[config.mk]
export PLATFORM = sky130hd
export DESIGN_NAME = uart_tx_sched
export DESIGN_NICKNAME = d
export VERILOG_FILES = /design/src/rtl/uart_pkg.sv /design/src/rtl/uart_rr_pick.sv /design/src/rtl/uart_tx_sched.sv
export SDC_FILE = /design/constraint.sdc
export NUM_CORES = 1
export LEC_CHECK = 0
export ABC_AREA = 1
export CORE_ASPECT_RATIO = 0.7
export CORE_MARGIN = 1.5
export CORE_UTILIZATION = 45
export CTS_CLUSTER_DIAMETER = 60
export DETAILED_ROUTE_END_ITERATION = 10
export PLACE_DENSITY = 0.76
export SYNTH_ARGS = -nofsm -noshare
export SYNTH_HDL_FRONTEND = slang
export SYNTH_SLANG_ARGS = --single-unit
[constraint.sdc]
create_clock -name i_clk -period 2.7 [get_ports i_clk]
set_clock_uncertainty 0.15 [all_clocks]
set_input_delay 0.81 -clock i_clk [delete_from_list [all_inputs] [get_ports i_clk]]
set_output_delay 0.81 -clock i_clk [all_outputs]
set_load 0.01 [all_outputs]
[src/rtl/uart_pkg.sv]
// Shared UART definitions: scheduler state encoding, byte width and bit timing.
package uart_pkg;

    localparam int BYTE_W       = 8;
    localparam int CLKS_PER_BIT = 434;

    typedef enum logic [1:0] {
        IDLE,
        LAUNCH,
        SEND,
        GAP
    } sched_state_t;

endpackage

[src/rtl/uart_rr_pick.sv]
// Combinational rotate-priority picker: first set request at or after i_ptr,
// wrapping at NUM_REQ, wins.
module uart_rr_pick
    import uart_pkg::*;
#(
    parameter int NUM_REQ = 4,
    parameter int IDX_W   = $clog2(NUM_REQ)
) (
    input  logic [NUM_REQ-1:0] i_req,
    input  logic [IDX_W-1:0]   i_ptr,
    output logic [NUM_REQ-1:0] o_win_oh,
    output logic [IDX_W-1:0]   o_win_idx,
    output logic               o_valid
);

    // Scan NUM_REQ positions starting at i_ptr; keep the first hit.
    always_comb begin
        int unsigned k;
        o_win_oh  = '0;
        o_win_idx = '0;
        o_valid   = 1'b0;
        k         = 0;
        for (int unsigned i = 0; i < NUM_REQ; i++) begin
            k = 32'(i_ptr) + i;
            if (k >= NUM_REQ) begin
                k = k - NUM_REQ;
            end
            if (!o_valid && i_req[k]) begin
                o_valid     = 1'b1;
                o_win_oh[k] = 1'b1;
                o_win_idx   = IDX_W'(k);
            end
        end
    end

endmodule

[src/rtl/uart_tx_sched.sv]
// Round-robin scheduler sharing one uart_tx between NUM_REQ byte sources.
// Optional SEND watchdog enabled by defining UART_SCHED_TIMEOUT_EN.
module uart_tx_sched
    import uart_pkg::*;
#(
    parameter int NUM_REQ      = 4,
    parameter int IDX_W        = $clog2(NUM_REQ),
    parameter int GAP_CLKS     = 0,
    parameter int TIMEOUT_CLKS = 8192
) (
    input  logic                      i_clk,
    input  logic                      i_rst_n,
    input  logic [NUM_REQ-1:0]        i_req,
    input  logic [NUM_REQ*BYTE_W-1:0] i_req_byte,
    output logic [NUM_REQ-1:0]        o_grant,
    output logic [IDX_W-1:0]          o_grant_id,
    output logic                      o_busy,
    output logic                      o_timeout,
    output logic                      o_tx_dv,
    output logic [BYTE_W-1:0]         o_tx_byte,
    input  logic                      i_tx_done
);

    localparam logic [15:0] GAP_LOAD = (GAP_CLKS > 0) ? 16'(GAP_CLKS - 1) : 16'd0;

    sched_state_t r_state;
    sched_state_t w_next;

    logic [IDX_W-1:0]   r_ptr;
    logic [IDX_W-1:0]   r_win_idx;
    logic [NUM_REQ-1:0] r_win_oh;
    logic [BYTE_W-1:0]  r_tx_byte;
    logic [15:0]        r_gap_cnt;

    logic [NUM_REQ-1:0] w_pick_oh;
    logic [IDX_W-1:0]   w_pick_idx;
    logic               w_pick_valid;
    logic               w_done_evt;
    logic               w_to_evt;
    logic               w_frame_end;
    logic [IDX_W-1:0]   w_ptr_next;

    uart_rr_pick #(
        .NUM_REQ (NUM_REQ),
        .IDX_W   (IDX_W)
    ) u_pick (
        .i_req     (i_req),
        .i_ptr     (r_ptr),
        .o_win_oh  (w_pick_oh),
        .o_win_idx (w_pick_idx),
        .o_valid   (w_pick_valid)
    );

    assign w_done_evt  = (r_state == SEND) && i_tx_done;
    assign w_frame_end = w_done_evt || w_to_evt;
    assign w_ptr_next  = (r_win_idx == IDX_W'(NUM_REQ - 1)) ? '0 : r_win_idx + 1'b1;

`ifdef UART_SCHED_TIMEOUT_EN
    localparam logic [15:0] WD_LIMIT = 16'(TIMEOUT_CLKS - 1);

    logic [15:0] r_wd_cnt;
    logic        r_timeout;

    // Done has priority: a timeout only counts when no done arrives that cycle.
    assign w_to_evt  = (r_state == SEND) && !i_tx_done && (r_wd_cnt == WD_LIMIT);
    assign o_timeout = r_timeout;

    // Watchdog: cleared on launch, counts every SEND clock, pulses o_timeout once.
    always_ff @(posedge i_clk or negedge i_rst_n) begin
        if (!i_rst_n) begin
            r_wd_cnt  <= '0;
            r_timeout <= 1'b0;
        end else begin
            r_timeout <= w_to_evt;
            if (r_state == LAUNCH) begin
                r_wd_cnt <= '0;
            end else if (r_state == SEND) begin
                r_wd_cnt <= r_wd_cnt + 16'd1;
            end
        end
    end
`else
    assign w_to_evt  = 1'b0;
    assign o_timeout = 1'b0;
`endif

    // State register.
    always_ff @(posedge i_clk or negedge i_rst_n) begin
        if (!i_rst_n) begin
            r_state <= IDLE;
        end else begin
            r_state <= w_next;
        end
    end

    // Next-state logic.
    always_comb begin
        w_next = r_state;
        case (r_state)
            IDLE:    if (w_pick_valid) w_next = LAUNCH;
            LAUNCH:  w_next = SEND;
            SEND:    if (w_frame_end) w_next = (GAP_CLKS > 0) ? GAP : IDLE;
            GAP:     if (r_gap_cnt == 16'd0) w_next = IDLE;
            default: w_next = IDLE;
        endcase
    end

    // Winner capture, round-robin pointer and inter-frame gap counter.
    always_ff @(posedge i_clk or negedge i_rst_n) begin
        if (!i_rst_n) begin
            r_ptr     <= '0;
            r_win_idx <= '0;
            r_win_oh  <= '0;
            r_tx_byte <= '0;
            r_gap_cnt <= '0;
        end else begin
            if ((r_state == IDLE) && w_pick_valid) begin
                r_win_idx <= w_pick_idx;
                r_win_oh  <= w_pick_oh;
                r_tx_byte <= i_req_byte[w_pick_idx*BYTE_W +: BYTE_W];
            end
            if (w_frame_end) begin
                r_ptr     <= w_ptr_next;
                r_gap_cnt <= GAP_LOAD;
            end else if ((r_state == GAP) && (r_gap_cnt != 16'd0)) begin
                r_gap_cnt <= r_gap_cnt - 16'd1;
            end
        end
    end

    assign o_tx_dv    = (r_state == LAUNCH);
    assign o_grant    = (r_state == LAUNCH) ? r_win_oh : '0;
    assign o_grant_id = r_win_idx;
    assign o_busy     = (r_state != IDLE);
    assign o_tx_byte  = r_tx_byte;

endmodule

# Word-level counts from Yosys, hierarchy flattened
# Cells that the tools add are included.
# word_totals
ff_bits	34
latch_bits	0
ram_bits	0
romBits	0
input_bits	39
out_inout_bits	17
elab_cells	97
mem_count	0
# op_classes
add_sub_neg	9
n_mul	0
n_div	0
order_cmp	12
eq_ne	7
shift	1
muxes	40
bitwise_logic	3
n_reduce_logical	19
# op_table
operator	count
greater-or-equal comparator 32 x 1 -> 1 bit (second input constant)	4
< comparator 32 x 3 -> 1 bit (second input constant)	4
two-way mux 32 bit	4
greater-or-equal comparator 32 x 3 -> 1 bit (second input constant)	3
subtractor 32 x 3 -> 32 bit (second input constant)	3
two-way mux 16 bit	2
variable part select 32 x 6 -> 8 bit	1
two-way mux 4 bit	5
logical NOT 16 bit	1
two-way mux 2 bit	8
nonzero test 16 bit	1
subtractor 16 x 1 -> 16 bit (second input constant)	1
two-way mux 1 bit	12
OR 4 bit	3
logical AND 1 bit	10
binary-select mux 1 bit (select 2 bit)	4
demux 1 bit (select 2 bit)	4
case mux 2 bit (4 select lines)	1
adder 2 x 2 -> 3 bit (second input constant)	2
== test 2 bit (second input constant)	3
!= test 2 bit (second input constant)	3
nonzero test 2 bit	2
subtractor 2 x 3 -> 4 bit (second input constant)	1
adder 2 x 1 -> 3 bit (second input constant)	1
other kinds (6)	8

# Longest topological paths before layout
# logic_depth
word_depth	16
ltp_mapped	16
mapped_depth_nobuf	15

# Modules after synthesis
# Synthesis repeated with hierarchy kept, for this count alone.
# hier_totals
hier_cells	360
area_unflattened_um2	2464.9
# by_module_without_submodules
module	n_inst	cells_per_inst	area_each_um2	seq_area_each_um2
uart_tx_sched	1	283	1986.9	850.8
uart_rr_pick	1	77	478.0	0.0

# Worst setup path after synthesis
# No wires, ideal clock.
# synth_timing
path_type	register to register
start	register r_ptr[0]
end	register r_tx_byte[6] (netlist: o_tx_byte[6])
setup_time_ps	116
t_arrival_ps	2044
required_time_ps	2434
slack_ps	389
stages_incl_launch_ff	16
path_buffers	1
synth_period_minus_slack_ps	2311
path_cell_list	dfrtp_1 -> inv_2 -> ha_1 -> inv_1 -> nand3_2 -> nand2_2 -> inv_2 -> o21ai_4 -> nand2_2 -> nand2_4 -> buf_12 -> nand2_2 -> nand3_1 -> nand2_1 -> nand2_1 -> nand2_1
# synth_between
elab_chain_len	15
word_cells_on_any_way	39
classes_between	7 x add/sub; 4 x order compare; 1 x shift; 20 x mux; 7 x reduce/logical
# synth_rtl
item	line	rtl
from (decl)	uart_tx_sched.sv:29	logic [IDX_W-1:0] r_ptr;
from (signal assigned)	uart_tx_sched.sv:123	r_ptr <= w_ptr_next;
branches (longest 15 deep; another with subtractor 32 x 3 -> 32 bit)	-	
to (signal assigned)	uart_tx_sched.sv:120	r_tx_byte <= i_req_byte[w_pick_idx*BYTE_W +: BYTE_W];
to (decl)	uart_tx_sched.sv:32	logic [BYTE_W-1:0] r_tx_byte;
# Parallel ways; which one is timed is not known. The select of a mux whose other input is x is not followed.
# A chain may end at the register's enable or synchronous reset.

# Final worst setup path
# layout_timing
start	register r_state[1]
end	output port o_grant[0]
# layout_between
elab_chain_len	2
# layout_rtl
item	line	rtl
from (decl)	uart_tx_sched.sv:26	sched_state_t r_state;
from (signal assigned)	uart_tx_sched.sv:92	r_state <= w_next;
== test 2 x 1 -> 1 bit	uart_tx_sched.sv:132	assign o_grant = (r_state == LAUNCH) ? r_win_oh : '0;
two-way mux 4 bit	uart_tx_sched.sv:132	
to (decl)	uart_tx_sched.sv:15	output logic [NUM_REQ-1:0] o_grant,
# Every way passes these cells.

==> results.py <==
metrics = {
    "final_layout": {
        "seqCellArea_um2": 851,
        "stdcell_count": 506,
        "final_net_count": 482,
        "flow.area_growth_from_synthesis_pct": 32.5,
        "postLayoutCellArea_um2": 3320,
        "antennaDiodeCount": 0,
        "share_of_final_layout_standard_cells_stronger_than_drive_strength_1_pct": 14.1,
        "fillers": 473,
        "footprint_of_the_multi_input_gates_um2": 1340,
    },
    "worst_setup_path": {
        "worstRegToRegCells": 13,
        "crit_type": "reg -> out",
        "crit_path_cell_trace": "nor2_2, inv_2, nor2_1, clkdlybuf4s50_1",
        "critical_path_required_ns": 1.74,
        "worst_path_max_delay_cell": "clkdlybuf4s50_1",
        "cp-end-kind": "output port",
        "critPathArrivalTime_ns": 1.62,
        "crit_path_max_incr_delay_ns": 0.54,
        "highest_net_fanout_along_the_worst_path": 5,
        "crit_path_start_kind": "flop",
    },
    "synthesis": {
        "edff_count_synth": 0,
        "post_synth_main_area_contributors": "dfrtp_1 34%, nand2_1 12%, inv_1 9.7%, nand3_1 7.4%, nor2_1 5.7%",
        "syn_nets": 412,
        "synth.lib_cells_used.distinct": 33,
        "synthesis.area_um2": 2510,
        "yosys_warnings": 0,
        "postSynth.asyncResetShare_pct": 100,
        "post-synth-top-area-cell": "dfrtp_1",
        "synth_sequential_area_ratio_pct": 33.9,
        "yosysMostFrequentCell": "nand2_1",
        "synthesis.instances": 363,
        "synthFlopType": "dfrtp_1",
        "synth.ff_latch_count": 34,
        "synthesis.area_per_instance_um2": 6.91,
        "synth_top_cells_by_count": "77 x nand2_1, 65 x inv_1, 38 x nor2_1, 37 x nand3_1, 34 x dfrtp_1",
        "synth_top_area_share_pct": 33.9,
    },
    "sta": {
        "post-route-period-util_pct": 95.5,
        "max_clock_freq_mhz": 388,
        "hold_violations": 0,
        "worst_slack_ns": 0.122,
        "hold_ws_ns": 0.328,
        "period_minus_slack_ns": 2.58,
        "rsz0062_at_grt": "false",
        "timing.final.max_slew_violations": 0,
        "setup_viol_count_final": 0,
    },
    "route": {
        "detail_route.drc_violations": 0,
        "drt-initial-drc-count": 140,
        "final_antenna_net_count": 0,
        "vias": 2432,
        "detail_route.wl_per_cell_um": 11.2,
        "drt-pass1-iter-count": 4,
        "avg_vias_per_cell": 4.81,
        "routed_wl_mm": 5.69,
    },
    "clocking": {
        "clk_latency_ns": 0.28,
        "htree_num_levels": 2,
        "cts.path.max_buffers": 2,
        "cts.sinks": 34,
        "number_of_cts_inserted_buffers": 5,
        "tritoncts_clock_tree": "yes",
        "worst_setup_hold_path_clk_slew_ns": 0.07,
        "ctsHoldBuffers": 0,
        "clockRootBuffer": "clkbuf_8",
    },
    "worst_hold_path": {
        "hp_class": "reg -> reg",
        "hold_path_depth": 2,
    },
    "power": {
        "comb_power_share_pct": 16.2,
        "seqPwrFrac_pct": 48.1,
        "power.share.clock_pct": 35.7,
        "p_int_uw": 805,
        "cellPowerDensity_nw_per_um2": 318,
        "leakagePower_uw": 0.00168,
        "switching_pwr_uw": 253,
        "post-layout-total-power_uw": 1060,
        "vdd_drop_max_mv": 0.224,
        "netSwitchingFraction_pct": 23.9,
    },
    "outcome": {
        "run_status": "completed",
    },
    "floorplanning": {
        "placeableCoreArea_um2": 5310,
        "io-pin-count": 56,
        "fp.dieArea_um2": 6040,
        "die-height_um": 65.5,
        "rows": 22,
        "die_width_um": 92.2,
        "initial_utilization_pct": 47.2,
    },
    "grt": {
        "groute.usage.overall_pct": 20.5,
        "largest_net_degree_at_the_start_of_global_routing": 35,
        "vias_in_the_first_global_route": 2312,
        "overflow": 0,
        "grt_first_pass_wirelength_mm": 9.86,
        "number_of_antenna_violations_at_the_first_check_in_global_routing": 0,
    },
    "placed_design": {
        "hpwl_mm": 4.51,
        "port_buffers": 54,
        "dp_slack_ns": -0.0909,
        "gp_congestion": 0.863,
        "placed_cells_incl_taps": 498,
        "dpl-instance-area_um2": 3230,
    },
    "flow_run": {
        "maxCapViolCount": 0,
    },
}
## critical path: cells and delay by family (launching register included)
kind,cells,cell delay [ns]
buffers and inverters,2,0.62
flip-flops,1,0.44
AND/OR/NAND/NOR,2,0.28
## power by group through the flow
stage / Combinational, µW / Clock, µW / Sequential [µW]
after global routing: 189 / 417 / 509
after CTS: 172 / 383 / 509
after floorplan: 85.5 / 0 / 519
final: 171 / 378 / 509
after detailed placement: 172 / 0 / 519
after global placement: 169 / 0 / 519
## path summary, 6_finish.rpt
check,from,to,slack (ns)
setup / recovery,r_state[1],o_grant[0],0.12
hold / removal,o_tx_byte[3],o_tx_byte[3],0.33
setup reg to reg,r_ptr[0],o_tx_byte[1],0.47
hold reg to reg,o_tx_byte[3],o_tx_byte[3],0.33
max in group asynchronous,i_rst_n,r_gap_cnt[7],1.31
min in group asynchronous,i_rst_n,r_gap_cnt[9],0.78
## layout make-up
type / count / area share, %
clock buffer: 7 / 2.60
timing repair buffer: 70 / 20.6
sequential: 34 / 25.6
multi-input combinational: 252 / 40.3
tap: 72 / 2.71
inverter: 70 / 7.98
clock inverter: 1 / 0.151
## stage by stage
stage	util (%)	TNS [ns]
after floorplan	-	0
after global placement	60.8	-0.00296
after detailed placement	60.8	-0.144
after CTS	62.5	0
after global routing	62.6	0
final	62.6	0
## routing by layer
layer	GRT usage [%]	wire, µm	vias up
li1	-	-	1270
met1	27.7	2900	1102
met3	5.21	280	5
met4	2.50	23	0
met2	34.2	2480	55
met5	0	0	-
## registers in the layout (all words and copies together), names as in the netlist
signal,flops
r_state,2
o_tx_byte,8
r_ptr,2
o_grant_id,2
r_win_oh,4
r_gap_cnt,16
## cell usage in the layout, fill, tap and decap left out, types with 5 or more instances in the layout
cell type / synthesis / final
nor2_1: 38 / 37
dfrtp_1: 34 / 34
o21ai_0: 25 / 25
nand3_1: 37 / 37
nand3_2: 5 / 5
a21oi_1: 11 / 11
nand2_1: 77 / 77
nand2_2: 14 / 14
buf_4: 3 / 14
inv_1: 65 / 64
clkbuf_8: 0 / 6
nand2_4: 5 / 5
inv_2: 4 / 5
ha_1: 10 / 10
clkdlybuf4s50_1: 0 / 54
## timing repair
action	CTS	global route
buffers inserted	0	0
endpoints found under the setup margin	0	4
gates resized for setup	0	2
## cells by family (layout without fill, tap and decap cells)
kind of cell / after synthesis / count (layout) / synth area share (%)
flops: 34 / 34 / 33.9
compound gates: 47 / 47 / 10.8
simple gates: 191 / 191 / 36.4
buf+inv: 77 / 148 / 12.8
fa+ha+maj: 10 / 10 / 4.99
xor+xnor: 3 / 3 / 1.05
other cells: 1 / 1 / 0.149
Power figures use the tool's default switching activity.
